`src/rtl/lsu_pkg.sv`:
```
// Shared types for the load/store bus master: FSM states, access-size
// encodings and the alignment check used at request accept.
package lsu_pkg;

  typedef enum logic [1:0] {
    ST_IDLE  = 2'd0,
    ST_REQ   = 2'd1,
    ST_RDATA = 2'd2,
    ST_DONE  = 2'd3
  } state_e;

  typedef enum logic [1:0] {
    SZ_BYTE = 2'd0,
    SZ_HALF = 2'd1,
    SZ_WORD = 2'd2,
    SZ_ILL  = 2'd3
  } size_e;

  // Illegal size is reported through the same error path as misalignment.
  function automatic logic is_misaligned(input size_e size, input logic [1:0] offset);
    case (size)
      SZ_BYTE: return 1'b0;
      SZ_HALF: return offset[0];
      SZ_WORD: return (offset != 2'b00);
      default: return 1'b1;
    endcase
  endfunction

endpackage

```
`src/rtl/lsu_align.sv`:
```
// Byte-lane logic: store strobes, lane-replicated store data and
// shifted/extended load data for one access.
module lsu_align
  import lsu_pkg::*;
(
  input  size_e       size,
  input  logic [1:0]  offset,
  input  logic        uns,
  input  logic [31:0] wdata,
  input  logic [31:0] rdata,
  output logic [3:0]  strb,
  output logic [31:0] wlane,
  output logic [31:0] load_ext
);

  logic [31:0] shifted;

  always_comb begin
    case (offset)
      2'd0:    shifted = rdata;
      2'd1:    shifted = {8'h00, rdata[31:8]};
      2'd2:    shifted = {16'h0000, rdata[31:16]};
      default: shifted = {24'h000000, rdata[31:24]};
    endcase
  end

  always_comb begin
    strb     = 4'b0000;
    wlane    = wdata;
    load_ext = 32'h0;
    case (size)
      SZ_BYTE: begin
        strb     = 4'b0001 << offset;
        wlane    = {4{wdata[7:0]}};
        load_ext = uns ? {24'h0, shifted[7:0]} : {{24{shifted[7]}}, shifted[7:0]};
      end
      SZ_HALF: begin
        strb     = 4'b0011 << {offset[1], 1'b0};
        wlane    = {2{wdata[15:0]}};
        load_ext = uns ? {16'h0, shifted[15:0]} : {{16{shifted[15]}}, shifted[15:0]};
      end
      SZ_WORD: begin
        strb     = 4'b1111;
        wlane    = wdata;
        load_ext = shifted;
      end
      default: begin
        strb     = 4'b0000;
        wlane    = wdata;
        load_ext = 32'h0;
      end
    endcase
  end

endmodule

```
`src/rtl/lsu_bus_master.sv`:
```
// Single-outstanding load/store master: accepts one pipeline request,
// runs it on the memory bus and holds the completion until consumed.
//   state    | meaning
//   ST_IDLE  | ready for a new request
//   ST_REQ   | bus request asserted, waiting for Mem_Req_Ready
//   ST_RDATA | load issued, waiting for Read_data_Valid
//   ST_DONE  | completion presented, waiting for resp_ready
module lsu_bus_master
  import lsu_pkg::*;
#(
  parameter int STALL_CNT_W = 32
) (
  input  logic                   clk,
  input  logic                   rst,
  input  logic                   req_valid,
  output logic                   req_ready,
  input  logic                   req_we,
  input  logic [31:0]            req_addr,
  input  logic [1:0]             req_size,
  input  logic                   req_unsigned,
  input  logic [31:0]            req_wdata,
  output logic                   resp_valid,
  input  logic                   resp_ready,
  output logic [31:0]            resp_rdata,
  output logic                   resp_err,
  output logic [31:0]            Address,
  output logic                   MemRead,
  output logic                   MemWrite,
  output logic [31:0]            Write_data,
  output logic [3:0]             Write_strb,
  input  logic                   Mem_Req_Ready,
  input  logic [31:0]            Read_data,
  input  logic                   Read_data_Valid,
  output logic                   Read_data_Ready,
  output logic [STALL_CNT_W-1:0] stall_cycles
);

  state_e                 state_q, state_d;
  logic                   we_q, we_d;
  logic [31:0]            addr_q, addr_d;
  size_e                  size_q, size_d;
  logic                   uns_q, uns_d;
  logic [31:0]            wdata_q, wdata_d;
  logic [31:0]            rdata_q, rdata_d;
  logic                   err_q, err_d;
  logic [STALL_CNT_W-1:0] stall_q, stall_d;

  logic        acc_mis;
  logic [3:0]  strb;
  logic [31:0] load_ext;

  assign acc_mis = is_misaligned(size_e'(req_size), req_addr[1:0]);

  lsu_align u_align (
    .size     (size_q),
    .offset   (addr_q[1:0]),
    .uns      (uns_q),
    .wdata    (wdata_q),
    .rdata    (Read_data),
    .strb     (strb),
    .wlane    (Write_data),
    .load_ext (load_ext)
  );

  always_ff @(posedge clk) begin
    if (!rst) begin
      state_q <= ST_IDLE;
      we_q    <= 1'b0;
      addr_q  <= 32'h0;
      size_q  <= SZ_BYTE;
      uns_q   <= 1'b0;
      wdata_q <= 32'h0;
      rdata_q <= 32'h0;
      err_q   <= 1'b0;
      stall_q <= '0;
    end else begin
      state_q <= state_d;
      we_q    <= we_d;
      addr_q  <= addr_d;
      size_q  <= size_d;
      uns_q   <= uns_d;
      wdata_q <= wdata_d;
      rdata_q <= rdata_d;
      err_q   <= err_d;
      stall_q <= stall_d;
    end
  end

  always_comb begin
    state_d = state_q;
    case (state_q)
      ST_IDLE:  if (req_valid) state_d = acc_mis ? ST_DONE : ST_REQ;
      ST_REQ:   if (Mem_Req_Ready) state_d = we_q ? ST_DONE : ST_RDATA;
      ST_RDATA: if (Read_data_Valid) state_d = ST_DONE;
      ST_DONE:  if (resp_ready) state_d = ST_IDLE;
      default:  state_d = ST_IDLE;
    endcase
  end

  always_comb begin
    we_d    = we_q;
    addr_d  = addr_q;
    size_d  = size_q;
    uns_d   = uns_q;
    wdata_d = wdata_q;
    rdata_d = rdata_q;
    err_d   = err_q;
    stall_d = stall_q;
    if (state_q == ST_IDLE && req_valid) begin
      we_d    = req_we;
      addr_d  = req_addr;
      size_d  = size_e'(req_size);
      uns_d   = req_unsigned;
      wdata_d = req_wdata;
      rdata_d = 32'h0;
      err_d   = acc_mis;
    end
    if (state_q == ST_RDATA && Read_data_Valid) rdata_d = load_ext;
    if (state_q == ST_REQ || state_q == ST_RDATA) stall_d = stall_q + STALL_CNT_W'(1);
  end

  always_comb begin
    req_ready       = (state_q == ST_IDLE);
    MemRead         = (state_q == ST_REQ) && !we_q;
    MemWrite        = (state_q == ST_REQ) && we_q;
    Read_data_Ready = (state_q == ST_RDATA);
    resp_valid      = (state_q == ST_DONE);
    Write_strb      = (state_q == ST_REQ) ? strb : 4'b0000;
  end

  assign Address      = {addr_q[31:2], 2'b00};
  assign resp_rdata   = rdata_q;
  assign resp_err     = err_q;
  assign stall_cycles = stall_q;

endmodule

```
`config.mk`:
```
export PLATFORM = sky130hd
export DESIGN_NAME = lsu_bus_master
export DESIGN_NICKNAME = d
export VERILOG_FILES = /design/src/rtl/lsu_pkg.sv /design/src/rtl/lsu_align.sv /design/src/rtl/lsu_bus_master.sv
export SDC_FILE = /design/constraint.sdc
export NUM_CORES = 1
export LEC_CHECK = 0
export CAP_MARGIN = 20
export CORE_ASPECT_RATIO = 1.2
export CORE_MARGIN = 2
export CORE_UTILIZATION = 37
export DETAILED_ROUTE_END_ITERATION = 10
export GPL_TIMING_DRIVEN = 0
export PLACE_DENSITY = 0.73
export SLEW_MARGIN = 20
export SYNTH_ARGS = -nofsm -noshare
export SYNTH_HDL_FRONTEND = slang
export SYNTH_SLANG_ARGS = --single-unit
```
`constraint.sdc`:
```
create_clock -name clk -period 2.2 [get_ports clk]
set_clock_uncertainty 0.15 [all_clocks]
set_input_delay 0.44 -clock clk [delete_from_list [all_inputs] [get_ports clk]]
set_output_delay 0.44 -clock clk [all_outputs]
set_load 0.005 [all_outputs]
```
* Word level (Yosys, flattened, before mapping) *
Index checks and enable logic that the tools add are counted.

storage, ports and cells
  input bits = 106
  logic and storage cells = 55
  register bits after elaboration = 135
  output and inout bits = 138

operators by class
  muxes and demuxes = 17
  $add $sub $neg = 1
  reduce and logical (&&, ||, !) cells = 13
  shift-type cells = 2
  equality and inequality tests = 13

operator list
  cell                     number
  $pmux W32 S3             2
  $mux W32                 4
  $pmux W32 S2             1
  $add A32 B1 Y32 const B  1
  $pmux W4 S3              1
  $eq A2 B2 Y1 const B     5
  $mux W2                  5
  $eq A2 B1 Y1 const B     4
  $logic_not A2 Y1         4
  $pmux W2 S4              1
  $ne A2 B2 Y1 const B     3
  $logic_and A1 B1 Y1      4
  $mux W4                  1
  $reduce_and A4 Y1        1
  $reduce_bool A2 Y1       2
  $shl A1 B2 Y4 const A    1
  $shl A2 B2 Y4 const A    1
  $pmux W1 S3              1
  $ne A2 B1 Y1 const B     1
  $logic_not A1 Y1         1
  $logic_or A1 B1 Y1       1
  $mux W1                  1

* Depth between registers and ports, before layout *
  word-level depth = 5
  depth in mapped cells = 8
  mapped depth without buffers = 6

* By module *
A second synthesis with hierarchy kept.

unflattened totals
  cells, all modules = 824
  area, all modules = 6739.0 um^2

by module, submodules not included
  module          seq. area each (um^2)  area each (um^2)  times used  cells an instance
  lsu_bus_master  2702.6                 5388.9            1           649
  lsu_align       0.0                    1350.0            1           175

* Worst setup path before layout *
No wires, ideal clock.

  path kind = register -> register
  start point = reg state_q[0]
  end point = reg stall_q[28], in the netlist stall_cycles[28]
  library setup time = 135 ps
  cell stages (with the launch flop) = 9
  setup slack = -121 ps
  path buffers = 2
  arrival time = 2036 ps
  cells stage by stage = dfxtp_1 inv_1 ha_1 buf_2 nand4_1 or4_1 clkbuf_1 o311ai_0 o41ai_1

on the way
  cells in the longest elaborated chain, start to end = 2
  elaborated cells on any way between the ends = 3

ends and longest elaborated chain
  what                                          RTL line               RTL
  start, declared                               lsu_bus_master.sv:38   state_e state_q, state_d;
  start signal, assigned                        lsu_bus_master.sv:77   state_q <= state_d;
  $eq A2 B1 Y1 or $eq A2 B2 Y1 (tied branches)  lsu_bus_master.sv:119  if (state_q == ST_REQ || state_q == ST_RDATA) stall_d = stall_q + STALL_CNT_W'(1);
  $logic_or A1 B1 Y1 (*)                        lsu_bus_master.sv:119
  end signal, assigned                          lsu_bus_master.sv:85   stall_q <= stall_d;
  end, declared                                 lsu_bus_master.sv:46   logic [STALL_CNT_W-1:0] stall_q, stall_d;

Every way passes the cells marked *; elsewhere a longest branch is shown, timed or not.
A chain may end at the register's enable or synchronous reset.

* Worst setup path in the final report *
  start point = reg size_q[1]
  end point = out Write_data[12]

on the way
  cells in the longest elaborated chain, start to end = 2
  elaborated cells on any way between the ends = 3

ends and longest elaborated chain
  what                                              RTL line              RTL
  start, declared                                   lsu_bus_master.sv:41  size_e size_q, size_d;
  start signal, assigned                            lsu_bus_master.sv:80  size_q <= size_d;
  $eq A2 B1 Y1 or $logic_not A2 Y1 (tied branches)  lsu_align.sv:31       case (size)
  $pmux W32 S2 (*)                                  lsu_align.sv:31
  end, declared                                     lsu_bus_master.sv:29  output logic [31:0] Write_data,

Marked as above.

==> run metrics <==
Area contributors post-synth=dfxtp_1 (41%), nand2_1 (9.9%), a21oi_1 (9.7%); final max-slew violation count=0; Final WS setup=-79.7 ps; Synth Area in Simple Gates=a little over a fifth; nets@finish=~1.2k; Final setup violation count=7; top_reg_cell synth=dfxtp_1; YS warnings=0; Peak VDD IR=0.501 mV; proportion of layout cells with a drive suffix above 1=19.7%; relative slew slack=57.2%; DP HPWL=approximately 16000 um; worst path cell trace=buf_6 -> nor2_4 -> buf_12 -> buf_6 -> mux2_4 -> buf_6; Worst setup SP type=register; Pre-Repair DR Iteration Count=5; Die H=between 100 and 150 um; die area=roughly 19000 um^2; post-synth top area share=41.1%; Yosys top cell by area=dfxtp_1; routability congestion estimate=between 0.8 and 0.9; Hold WC Path Type=reg2reg; clk sink count=135; worst path required time=between 1500 and 2000 ps; Leakage=roughly 4.0 nW; status=finished, violations left; Worst Setup End Kind=output port; placed cells=between 1k and 1.5k; CTS tree=done; Final Non-Filler Cells=1342; initial core utilization=~38%; global-route wire length before repair=34600 um; post-DR wirelength/cell=~17 um; most frequent cells after synthesis=nand2_1 (174), dfxtp_1 (135), a21oi_1 (127), clkbuf_1 (46), buf_4 (40); violated checks=setup timing; # port buffers=approximately 240; Tmin final=roughly 2300 ps; Max Cap Viol=0; largest net degree at the start of global routing=20; GRT Resource Usage Total=23.2%; most common cell in the netlist=nand2_1; final hold viol count=0; Layout area overhead=59.6%; vias in the first global route=around 6.7k; CTS Buffer Depth=2; Post-synth ARST share=0%; Synth cell types=approximately 50; Detail Route Antenna Nets=0; crit path max fanout=6; boundary pin count=244; DR iter-0 viols=~480; DR vias=6957; worst slew pin tran=~640 ps; Die Span X=~130 um; WL final=approximately 23000 um; vias per cell=5.18; initial antenna violation count=0; Synth Area in Adders=0.952%; ANT cells=0; # rows=53; Slowest Stage Delay on Critical Path=360 ps; Cells after Synth=821; CP dominant cell by count=buf_6; Layout Utilization=60.1%; Core ar.=17400 um^2; fin crit share=104%; post-synthesis sequential area ratio=41.1%; fmax=around 440 MHz; Post-Synthesis Cell Area=roughly 6600 um^2; gr ovfl total=0; main combinational cell family by area after synthesis=simple AND/OR/NAND/NOR gates; Critical Path Slowest Stage Cell=dfxtp_4; root buffer cell=clkbuf_16; Pwr Density=890 nW/um^2; clock buffer count from CTS=17; post-synthesis mux area share=between 7 and 8%; H-tree levels=4; Synth Area in XOR/XNOR=~1.6%; RSZ-0062 raised after global routing=true; syn avg cell area=8.00 um^2; register clock-pin slew on the reported worst setup and hold paths=60 ps; Arr. time, crit path=around 1700 ps; post-synthesis register bit count=135; EDFF count, synth=0; DRC=0; Clock Latency Late Sink=420 ps; critical path class=reg2out; Synth Area in Compound Gates=about 18%
## final cells by class
cell class / instances / area (um^2)
fill: 1544 / 6950
multi-input combinational: 580 / 3540
sequential: 135 / 2730
timing repair buffer: 275 / 2680
buffer: 91 / 632
clock buffer: 21 / 470
tap: 220 / 275
clock inverter: 11 / 124
inverter: 9 / 36.3
## report_power, final
group / total [mW] / switching, mW / leakage, nW / internal, mW
logic: 3.50 / 1.71 / 2.62 / 1.79
registers: 2.98 / 0.226 / 1.11 / 2.75
clock network: 2.84 / 1.09 / 0.273 / 1.75
total: 9.33 / 3.03 / 4.00 / 6.30
## logic make-up (layout without fill, tap and decap cells)
family | count (synthesis) | in the layout
muxes | 47 | 47
buffers and inverters | 107 | 407
and+or+nand+nor | 304 | 304
DFF | 135 | 135
xor gates and xnor gates | 12 | 12
AOI/OAI and AO/OA | 210 | 210
adders and majority gates | 5 | 5
other | 1 | 2
## final timing paths
check	start	end	slack, ps	cells after the start
max reg2reg	state_q[0]	stall_cycles[15]	10	6
min reg2reg	addr_q[10]	addr_q[10]	300	2
min	addr_q[10]	addr_q[10]	300	2
max	size_q[1]	Write_data[12]	-80	6
## state kept, by name (all words and copies together) (netlist names)
name and flops:
addr_q 32, resp_err 1, resp_rdata 32, size_q 2, stall_cycles 32, state_q 2
uns_q 1, wdata_q 32, we_q 1
## routing by layer
metal,share of wire [%],vias to the layer above,global-route usage (%)
li1,-,3402,-
met1,42,3284,27.9
met2,50,229,40.1
met3,5.7,42,4.90
met4,2.8,0,9.94
met5,0,-,0
## worst max-delay path: cells and delay by family, from the launching register on
kind                   cells  cell delay (ps)
and+or+nand+nor            1              110
buffers and inverters      4              500
DFF                        1              360
muxes                      1              300
## through the flow
stage	hold slack, ps	setup slack (ps)	TNS, ps	total power [mW]	instance area (um^2)
after floorplan	283	1.68	0	4.59	6590
final	303	-79.7	-456	9.33	10500
after detailed placement	297	-771	-51180	5.99	9270
after global routing	320	-107	-882	9.84	10500
after global placement	289	-773	-48380	5.95	9270
after CTS	305	-154	-1180	9.26	10400
## cell usage in the layout, fill, tap and decap left out, types with 16 or more instances in the layout
master	count
a21oi_1	125
buf_6	16
mux2i_1	17
nor2_1	25
buf_4	65
clkbuf_16	18
clkbuf_1	30
o21ai_0	32
dfxtp_1	120
clkdlybuf4s50_1	209
mux2_2	17
nand3_1	20
and2_1	17
nand2_1	172
## timing repair
action | CTS | global route
resized for setup | 184 | 52
hold buffers | 0 | 0
setup buffers | 27 | 7
setup endpoints to repair | 82 | 61
pin swaps | 10 | 11
(Power assumes the default switching activity.)
